$ cat config.mk
export PLATFORM = sky130hd
export DESIGN_NAME = cpu_multicycle
export DESIGN_NICKNAME = d
export VERILOG_FILES = /design/src/rtl/cpu_multicycle.sv
export SDC_FILE = /design/constraint.sdc
export NUM_CORES = 2
export LEC_CHECK = 0
export BUFFER_PORTS_ARGS = -buffer_cell sky130_fd_sc_hd__buf_4
export CAP_MARGIN = 20
export CORE_UTILIZATION = 25
export DETAILED_ROUTE_END_ITERATION = 10
export GPL_TIMING_DRIVEN = 0
export HOLD_SLACK_MARGIN = 0.06
export PLACE_DENSITY = 0.51
export SYNTH_ARGS = -nofsm -noshare
export SYNTH_HDL_FRONTEND = slang
export SYNTH_SLANG_ARGS = --single-unit
$ cat constraint.sdc
create_clock -name i_clk -period 6.9 [get_ports i_clk]
set_clock_uncertainty 0.1 [all_clocks]
set_input_delay 0.69 -clock i_clk [delete_from_list [all_inputs] [get_ports i_clk]]
set_output_delay 0.69 -clock i_clk [all_outputs]
set_load 0.005 [all_outputs]
$ cat src/rtl/cpu_multicycle.sv
// rtl/cpu_multicycle.sv - multi-cycle RV32I(M) core on a shared req/ack memory bus
module cpu_multicycle #(
    parameter logic [31:0] RESET_PC = 32'h0000_0000,
    parameter int          EXTM     = 0
) (
    input  logic        i_clk,
    input  logic        i_rst_n,
    output logic        o_req,
    output logic        o_we,
    output logic [31:0] o_addr,
    output logic [31:0] o_wdata,
    output logic [3:0]  o_wstrb,
    input  logic        i_ack,
    input  logic [31:0] i_rdata,
    output logic [31:0] o_pc,
    output logic        o_retire,
    output logic        o_trap,
    output logic [1:0]  o_trap_cause
);

    localparam logic [6:0] OP_LUI    = 7'b0110111;
    localparam logic [6:0] OP_AUIPC  = 7'b0010111;
    localparam logic [6:0] OP_JAL    = 7'b1101111;
    localparam logic [6:0] OP_JALR   = 7'b1100111;
    localparam logic [6:0] OP_BRANCH = 7'b1100011;
    localparam logic [6:0] OP_LOAD   = 7'b0000011;
    localparam logic [6:0] OP_STORE  = 7'b0100011;
    localparam logic [6:0] OP_IMM    = 7'b0010011;
    localparam logic [6:0] OP_REG    = 7'b0110011;
    localparam logic [6:0] OP_FENCE  = 7'b0001111;
    localparam logic [6:0] OP_SYSTEM = 7'b1110011;

    typedef enum logic [2:0] {S_FETCH, S_DECODE, S_EXEC, S_MEM, S_WB, S_HALT} state_t;

    state_t      state, state_nxt;
    logic [31:0] pc, ir, op_a, op_b, res, npc;
    logic [1:0]  trap_cause, cause_nxt;
    logic [31:0] rf [0:31];

    logic [6:0]  opcode, f7;
    logic [4:0]  rd, rs1, rs2;
    logic [2:0]  f3;
    logic [31:0] imm_i, imm_s, imm_b, imm_u, imm_j;

    assign opcode = ir[6:0];
    assign rd     = ir[11:7];
    assign f3     = ir[14:12];
    assign rs1    = ir[19:15];
    assign rs2    = ir[24:20];
    assign f7     = ir[31:25];
    assign imm_i  = {{20{ir[31]}}, ir[31:20]};
    assign imm_s  = {{20{ir[31]}}, ir[31:25], ir[11:7]};
    assign imm_b  = {{19{ir[31]}}, ir[31], ir[7], ir[30:25], ir[11:8], 1'b0};
    assign imm_u  = {ir[31:12], 12'b0};
    assign imm_j  = {{11{ir[31]}}, ir[31], ir[19:12], ir[20], ir[30:21], 1'b0};

    logic is_load, is_store, is_m, legal, is_sys;
    assign is_load  = (opcode == OP_LOAD);
    assign is_store = (opcode == OP_STORE);
    assign is_m     = (opcode == OP_REG) && (f7 == 7'b0000001);

    always_comb begin
        legal  = 1'b0;
        is_sys = 1'b0;
        case (opcode)
            OP_LUI, OP_AUIPC, OP_JAL: legal = 1'b1;
            OP_JALR:   legal = (f3 == 3'b000);
            OP_BRANCH: legal = (f3[2:1] != 2'b01);
            OP_LOAD:   legal = (f3 != 3'b011) && (f3[2:1] != 2'b11);
            OP_STORE:  legal = !f3[2] && (f3[1:0] != 2'b11);
            OP_IMM: begin
                if (f3 == 3'b001)      legal = (f7 == 7'b0);
                else if (f3 == 3'b101) legal = (f7 == 7'b0) || (f7 == 7'b0100000);
                else                   legal = 1'b1;
            end
            OP_REG: begin
                if (f7 == 7'b0)             legal = 1'b1;
                else if (f7 == 7'b0100000)  legal = (f3 == 3'b000) || (f3 == 3'b101);
                else if (f7 == 7'b0000001)  legal = (EXTM != 0);
                else                        legal = 1'b0;
            end
            OP_FENCE:  legal = (f3 == 3'b000);
            OP_SYSTEM: begin
                is_sys = (f3 == 3'b000) && (ir[31:21] == 11'b0) && (rs1 == 5'd0) && (rd == 5'd0);
                legal  = is_sys;
            end
            default:   legal = 1'b0;
        endcase
    end

    logic [31:0] b_src, alu_res, m_res, exec_res, tgt, ea, quo, rem;
    logic [63:0] p_ss, p_su, p_uu;
    logic        taken, mem_misal, tgt_misal, sub_op;

    always_comb begin
        b_src   = (opcode == OP_REG) ? op_b : imm_i;
        sub_op  = (opcode == OP_REG) && f7[5];
        alu_res = 32'b0;
        case (f3)
            3'b000: alu_res = sub_op ? op_a - b_src : op_a + b_src;
            3'b001: alu_res = op_a << b_src[4:0];
            3'b010: alu_res = {31'b0, $signed(op_a) < $signed(b_src)};
            3'b011: alu_res = {31'b0, op_a < b_src};
            3'b100: alu_res = op_a ^ b_src;
            3'b101: alu_res = f7[5] ? 32'($signed(op_a) >>> b_src[4:0]) : op_a >> b_src[4:0];
            3'b110: alu_res = op_a | b_src;
            default: alu_res = op_a & b_src;
        endcase

        // low 64 bits of a product are sign-agnostic once the operands are extended
        p_ss = {{32{op_a[31]}}, op_a} * {{32{op_b[31]}}, op_b};
        p_su = {{32{op_a[31]}}, op_a} * {32'b0, op_b};
        p_uu = {32'b0, op_a} * {32'b0, op_b};
        if (op_b == 32'b0) begin
            quo = 32'hFFFF_FFFF;
            rem = op_a;
        end else if (!f3[0] && op_a == 32'h8000_0000 && op_b == 32'hFFFF_FFFF) begin
            quo = 32'h8000_0000;
            rem = 32'b0;
        end else if (!f3[0]) begin
            quo = 32'($signed(op_a) / $signed(op_b));
            rem = 32'($signed(op_a) % $signed(op_b));
        end else begin
            quo = op_a / op_b;
            rem = op_a % op_b;
        end
        case (f3)
            3'b000: m_res = p_ss[31:0];
            3'b001: m_res = p_ss[63:32];
            3'b010: m_res = p_su[63:32];
            3'b011: m_res = p_uu[63:32];
            3'b100, 3'b101: m_res = quo;
            default: m_res = rem;
        endcase

        case (f3)
            3'b000:  taken = (op_a == op_b);
            3'b001:  taken = (op_a != op_b);
            3'b100:  taken = ($signed(op_a) < $signed(op_b));
            3'b101:  taken = ($signed(op_a) >= $signed(op_b));
            3'b110:  taken = (op_a < op_b);
            default: taken = (op_a >= op_b);
        endcase

        ea       = op_a + (is_store ? imm_s : imm_i);
        tgt      = pc + imm_b;
        exec_res = alu_res;
        case (opcode)
            OP_LUI:   exec_res = imm_u;
            OP_AUIPC: exec_res = pc + imm_u;
            OP_JAL: begin
                taken    = 1'b1;
                tgt      = pc + imm_j;
                exec_res = pc + 32'd4;
            end
            OP_JALR: begin
                taken    = 1'b1;
                tgt      = (op_a + imm_i) & ~32'd1;
                exec_res = pc + 32'd4;
            end
            OP_BRANCH: exec_res = 32'b0;
            OP_LOAD, OP_STORE: exec_res = ea;
            OP_REG:   exec_res = (is_m && EXTM != 0) ? m_res : alu_res;
            default:  exec_res = alu_res;
        endcase
        if (opcode != OP_BRANCH && opcode != OP_JAL && opcode != OP_JALR)
            taken = 1'b0;

        mem_misal = (is_load || is_store) &&
                    ((f3[1:0] == 2'b01 && ea[0]) || (f3[1:0] == 2'b10 && ea[1:0] != 2'b00));
        tgt_misal = taken && (tgt[1:0] != 2'b00);
    end

    always_comb begin
        state_nxt = state;
        cause_nxt = trap_cause;
        case (state)
            S_FETCH:  if (i_ack) state_nxt = S_DECODE;
            S_DECODE: begin
                if (!legal) begin
                    state_nxt = S_HALT;
                    cause_nxt = 2'd0;
                end else if (is_sys) begin
                    state_nxt = S_HALT;
                    cause_nxt = 2'd3;
                end else begin
                    state_nxt = S_EXEC;
                end
            end
            S_EXEC: begin
                if (mem_misal) begin
                    state_nxt = S_HALT;
                    cause_nxt = 2'd1;
                end else if (tgt_misal) begin
                    state_nxt = S_HALT;
                    cause_nxt = 2'd2;
                end else if (is_load || is_store) begin
                    state_nxt = S_MEM;
                end else begin
                    state_nxt = S_WB;
                end
            end
            S_MEM:   if (i_ack) state_nxt = S_WB;
            S_WB:    state_nxt = S_FETCH;
            default: state_nxt = S_HALT;
        endcase
    end

    logic [31:0] lane, load_val, st_data;
    logic [3:0]  st_strb;
    logic        rd_we;

    always_comb begin
        lane = i_rdata >> {res[1:0], 3'b000};
        case (f3)
            3'b000:  load_val = {{24{lane[7]}}, lane[7:0]};
            3'b001:  load_val = {{16{lane[15]}}, lane[15:0]};
            3'b100:  load_val = {24'b0, lane[7:0]};
            3'b101:  load_val = {16'b0, lane[15:0]};
            default: load_val = lane;
        endcase
        case (f3[1:0])
            2'b00: begin
                st_strb = 4'b0001 << res[1:0];
                st_data = {4{op_b[7:0]}};
            end
            2'b01: begin
                st_strb = res[1] ? 4'b1100 : 4'b0011;
                st_data = {2{op_b[15:0]}};
            end
            default: begin
                st_strb = 4'b1111;
                st_data = op_b;
            end
        endcase
    end

    assign rd_we = (opcode != OP_BRANCH) && (opcode != OP_STORE) && (opcode != OP_FENCE);

    always_ff @(posedge i_clk or negedge i_rst_n) begin
        if (!i_rst_n) begin
            state      <= S_FETCH;
            pc         <= RESET_PC;
            ir         <= 32'b0;
            op_a       <= 32'b0;
            op_b       <= 32'b0;
            res        <= 32'b0;
            npc        <= 32'b0;
            trap_cause <= 2'd0;
            for (int i = 0; i < 32; i++) rf[i] <= 32'b0;
        end else begin
            state      <= state_nxt;
            trap_cause <= cause_nxt;
            case (state)
                S_FETCH:  if (i_ack) ir <= i_rdata;
                S_DECODE: begin
                    op_a <= rf[rs1];
                    op_b <= rf[rs2];
                end
                S_EXEC: begin
                    res <= exec_res;
                    npc <= taken ? tgt : pc + 32'd4;
                end
                S_MEM:    if (i_ack && is_load) res <= load_val;
                S_WB: begin
                    if (rd_we && rd != 5'd0) rf[rd] <= res;
                    pc <= npc;
                end
                default: ;
            endcase
        end
    end

    // reset gates the bus combinationally so a pending request vanishes immediately
    assign o_req        = i_rst_n && (state == S_FETCH || state == S_MEM);
    assign o_we         = o_req && (state == S_MEM) && is_store;
    assign o_addr       = !o_req ? 32'b0 : (state == S_MEM) ? {res[31:2], 2'b00} : {pc[31:2], 2'b00};
    assign o_wstrb      = o_we ? st_strb : 4'b0;
    assign o_wdata      = o_we ? st_data : 32'b0;
    assign o_pc         = pc;
    assign o_retire     = (state == S_WB);
    assign o_trap       = (state == S_HALT);
    assign o_trap_cause = trap_cause;

endmodule

# == After elaboration in Yosys (flattened, before gate mapping) ==
# Index checks and enable logic that the tools add are counted.
# word_totals
wordCells,206
inputBits,35
register_bits,1221
output_inout_bits,106
# classes
n_reduce_logical,47
bitwise_logic,6
mux,49
magnitude_cmp,10
addsub,8
n_eq_ne,41
n_shift,5
# ops
cell,count
bitwise mux 1024 bit,1
2-to-1 mux 32 bit,13
binary-select mux 32 bit (select 5 bit),2
one-hot mux 32 bit (7 select lines),1
adder 32 bit,6
one-hot mux 32 bit (2 select lines),3
demux 32 bit (select 5 bit),1
one-hot mux 32 bit (5 select lines),1
< comparator 32 bit,4
one-hot mux 32 bit (4 select lines),1
greater-or-equal comparator 32 bit,2
>> shifter 32 x 5 -> 32 bit,2
adder 32 x 3 -> 32 bit (second input constant),1
AND 32 bit,1
== test 32 bit,1
!= test 32 bit,1
bitwise OR 32 bit,1
left shift 32 x 5 -> 32 bit,1
>>> shifter 32 x 5 -> 32 bit,1
subtractor 32 bit,1
XOR 32 bit,1
== test 7 x 6 -> 1 bit (second input constant),4
== test 7 bit (second input constant),4
2-to-1 mux 3 bit,7
42 further kinds,105

# == Depth between registers and ports, before layout ==
# depth
word_depth,9
depth_mapped,22

# == Least setup slack after synthesis ==
# Ideal clock, no wire load.
# synth_timing
path_kind,reg-to-reg
startpoint,register ir[3]
endpoint,register res[30]
setup_slack_ps,1567
n_path_buf,7
path_stages_with_launch,23
setup_ps,124
arrival_time_ps,5109
period_less_slack_ps,5333
required_ps,6676
cell_sequence,dfrtp_1 > buf_6 > or3_1 > buf_4 > nor3_1 > mux2_2 > buf_2 > inv_1 > buf_1 > buf_2 > buf_1 > ha_1 > clkbuf_1 > o21ai_0 > a21oi_1 > o22ai_1 > a211oi_1 > o31a_1 > a311o_1 > a41oi_1 > nor3_1 > xor2_1 > a211o_1
# synth_between
elab_chain_len,7
# synth_lines
item,line_no,rtl
from (decl),36,"logic [31:0] pc, ir, op_a, op_b, res, npc;"
from (signal assigned),255,S_FETCH: if (i_ack) ir <= i_rdata;
== test 7 x 6 -> 1 bit,"96, 97",
2-to-1 mux 32 bit,96,b_src = (opcode == OP_REG) ? op_b : imm_i;
adder 32 bit (tied with other cells),100,3'b000: alu_res = sub_op ? op_a - b_src : op_a + b_src;
"2-to-1 mux 32 bit, on equally long branches","100, 105",
one-hot mux 32 bit (7 select lines),99,case (f3)
one-hot mux 32 bit (5 select lines),148,case (opcode)
one-hot mux 32 bit (2 select lines),254,case (state)
to (signal assigned),261,res <= exec_res;
to (signal assigned),264,S_MEM: if (i_ack && is_load) res <= load_val;
to (decl),36,
# Several ways; a longest one is shown, not always the timed one.
# A chain may end at the register's enable or synchronous reset.

# == Worst setup path in the final report ==
# layout_timing
startpoint,register ir[23]
endpoint,register res[22]
# layout_between
elab_chain_len,6
# layout_lines
item,line_no
2-to-1 mux 32 bit,96
adder 32 bit (tied with other cells),100
"2-to-1 mux 32 bit, on equally long branches","100, 105"
one-hot mux 32 bit (7 select lines),99
one-hot mux 32 bit (5 select lines) (*),148
one-hot mux 32 bit (2 select lines) (*),254
# Mark *: on every way between the ends. The rest lies on a longest branch, timed or not.

==> metrics.cfg <==
[run_status]
status = finished with violations
violations = setup timing

[setup_path]
crit_arrival_ps = 7610
start_kind = flip-flop
reg2reg_setup_slack_ps = -140
crit_type = reg -> reg
cp-startpoint = ir[23]$_DFFE_PN0P_
critical_path.max_fanout = 10
crit_path_end_kind = flip-flop
required_ps = 7470
regToRegStartpoint = ir[23]$_DFFE_PN0P_

[clock_tree]
ctsHtreeMaxLevel = 4
tritoncts = done
cts_max_path_buffers = 3
clock-root-buffer = clkbuf_16
insertion_delay_ps = 830
clkTransAtPathRegs_ps = 60
clkSinkCount = 1221
numCtsBuffers = 139

[global_route]
grt-busiest-layer = met2
antenna_found_initial = 32
grt_max_degree = 173
use_met3_pct = 7.12
overflow = 0
grt_use_total_pct = 25.5
grt_pass1_vias = 66700
grt_use_met1_pct = 32.4
grt_pass1_wl_um = 571000
grt_util_met2_pct = 39.2

[die]
die_width_um = 568
core_area_um2 = 319000
die-area_um2 = 323000
fp-row-count = 207
die_h_um = 568
initial_utilization_pct = 25.2
io_pins = 141

[synth]
syn_area_per_cell_um2 = 11.7
synth_area_um2 = 80200
yosysWarnings = 0
syn_inst = 6878
synth-main-ff-cell = dfrtp_1
synthArstFlopShare_pct = 100
ys_seq_area_share_pct = 38.1
synth_seq_cells = 1221
synth_area_leaders = dfrtp_1, mux4_2, mux2_2
synth_top_cell_by_area = dfrtp_1
synth_top_area_share_pct = 38.1
synth_edf_count = 0
yosysUniqueCellTypes = 91

[detailed_routing]
wl_per_cell_um = 36.3
dr.pass1.iters = 6
drc = 0
dr_total_vias = 68100
routed_wl_um = 423000
drt_iter0_drc = 9013
vias_per_cell = 5.86
ant_nets = 0

[layout]
nets = 7592
layout.cells.non_filler = 11600
final_common_cell = dfrtp_1
area_delta_synth_final_pct = 17.6
fill_cells = 32600
drive_gt1_share_pct = 31.6
layout_common_cells = dfrtp_1, mux2_2, mux4_2

[timing]
slew_headroom_pct = 11.4
tightest_slew_ps = 1330
hold_viol = 0
fin_hold_ws_ps = 106
max_freq_mhz = 142
period_needed_ps = 7040
drv_slew = 0
setup-violations-final = 6
rsz0062_at_grt = false
period_share_pct = 102
fin_ws_ps = -143

[hold_path]
hp-start = i_rdata[15]
hold_class = in -> reg

[placement]
placed_cells = 11300
port_buffers = 138
gp_congestion = 1.05
place_ws_ps = -1620
dp_hpwl_um = 334000

[power]
powerDensity_nw_per_um2 = 258
vdd_drop_max_mv = 0.257
leakage_nw = 40.6

[flow_run]
maxCapViolations = 0

report_power, final:
part / switching, W / leakage, nW / internal [W]
combinational: 0.00560 / 21.6 / 0.00255
sequential: 0.00101 / 16.8 / 0.00745
clock: 0.00337 / 2.29 / 0.00438
timing repair:
item	CTS	global route
buffers inserted	2	0
cloned	0	1
hold buffers	13	0
endpoints found under the hold margin	142	0
endpoints found under the setup margin	29	31
pin swaps	1	1
resized for setup	14	22
routing by layer:
metal	share of wire, %	wire [um]
met5	0.037	158
met4	6.2	26300
met3	9.8	41600
met2	44	187000
met1	40	167000
critical path, cell delays in order (launching register included):
cell and delay [ps]:
dfrtp_1 530, clkbuf_1 830, buf_1 880, clkbuf_1 850, mux2_2 340, ha_1 290
o21a_1 210, o31ai_1 150, nand2b_1 120, a21o_1 270, a21oi_1 450, o21ai_0 210
xor2_1 470, a21oi_1 270, o21ai_0 610, a311o_1 300
cells in the mapped netlist (all sizes together), types with 22 or more instances:
cell type and count:
a2111oi 22, a211oi 71, a21o 77, a21oi 439
a221oi 33, a311oi 32, a31oi 52, buf 132
clkbuf 532, dfrtp 1221, ha 214, inv 159
mux2 1051, mux2i 157, mux4 646, nand2 477
nand2b 31, nand3 107, nand4 41, nor2 338
nor2b 29, nor3 54, nor4 24, o211ai 67
o21ai 324, o21bai 31, o31ai 32, xnor2 68
xor2 66
logic make-up after synthesis:
logic type	count (synthesis)	synth area share, %
AOI/OAI and AO/OA	1413	11.3
xor gates and xnor gates	134	1.46
adders and majority gates	220	3.49
buffers and inverters	825	3.98
DFF	1221	38.1
muxes	1854	34.9
other	1	0.00468
and+or+nand+nor	1210	6.79
per-stage QoR:
step | instance area, um^2 | power, W | util [%] | TNS (ps)
final | 94300 | 0.0244 | 29.6 | -348
after global routing | 94300 | 0.0250 | 29.6 | 0
after global placement | 86400 | 0.0159 | 27.1 | -
after CTS | 93900 | 0.0240 | 29.5 | 0
after detailed placement | 89000 | 0.0162 | 27.9 | -24550
after floorplan | 80200 | 0.0120 | - | 0
sequential cells by signal, indices dropped and copies added, names as in the netlist:
signal        flops
state             3
npc              32
ir               32
op_b             32
op_a             32
o_trap_cause      2
o_pc             32
res              32
rf             1024
final timing paths:
| kind | endpoint | depth (start not counted) |
|---|---|---|
| setup reg to reg | res[22]$_DFFE_PN0P_ | 15 |
| hold reg to reg | npc[8]$_DFFE_PN0P_ | 2 |
| hold / removal | ir[15]$_DFFE_PN0P_ | 2 |
| max in group asynchronous | npc[6]$_DFFE_PN0P_ | 6 |
| min in group asynchronous | rf[296]$_DFFE_PN0P_ | 3 |
| setup / recovery | res[22]$_DFFE_PN0P_ | 15 |
layout make-up:
| class | count | area, um^2 | area share, % |
|---|---|---|---|
| clock buffers | 204 | 4110 | 4.35 |
| clock inverters | 40 | 552 | 0.585 |
| flip-flops and latches | 1221 | 30600 | 32.4 |
| diodes | 18 | 45.0 | 0.0478 |
| repair buffers | 320 | 4040 | 4.28 |
| inverters | 161 | 604 | 0.641 |
| multi-input cells | 4833 | 46600 | 49.4 |
| well taps | 4180 | 5230 | 5.55 |
| plain buffers | 661 | 2610 | 2.77 |
No activity file was read; power rests on OpenSTA's default activity.
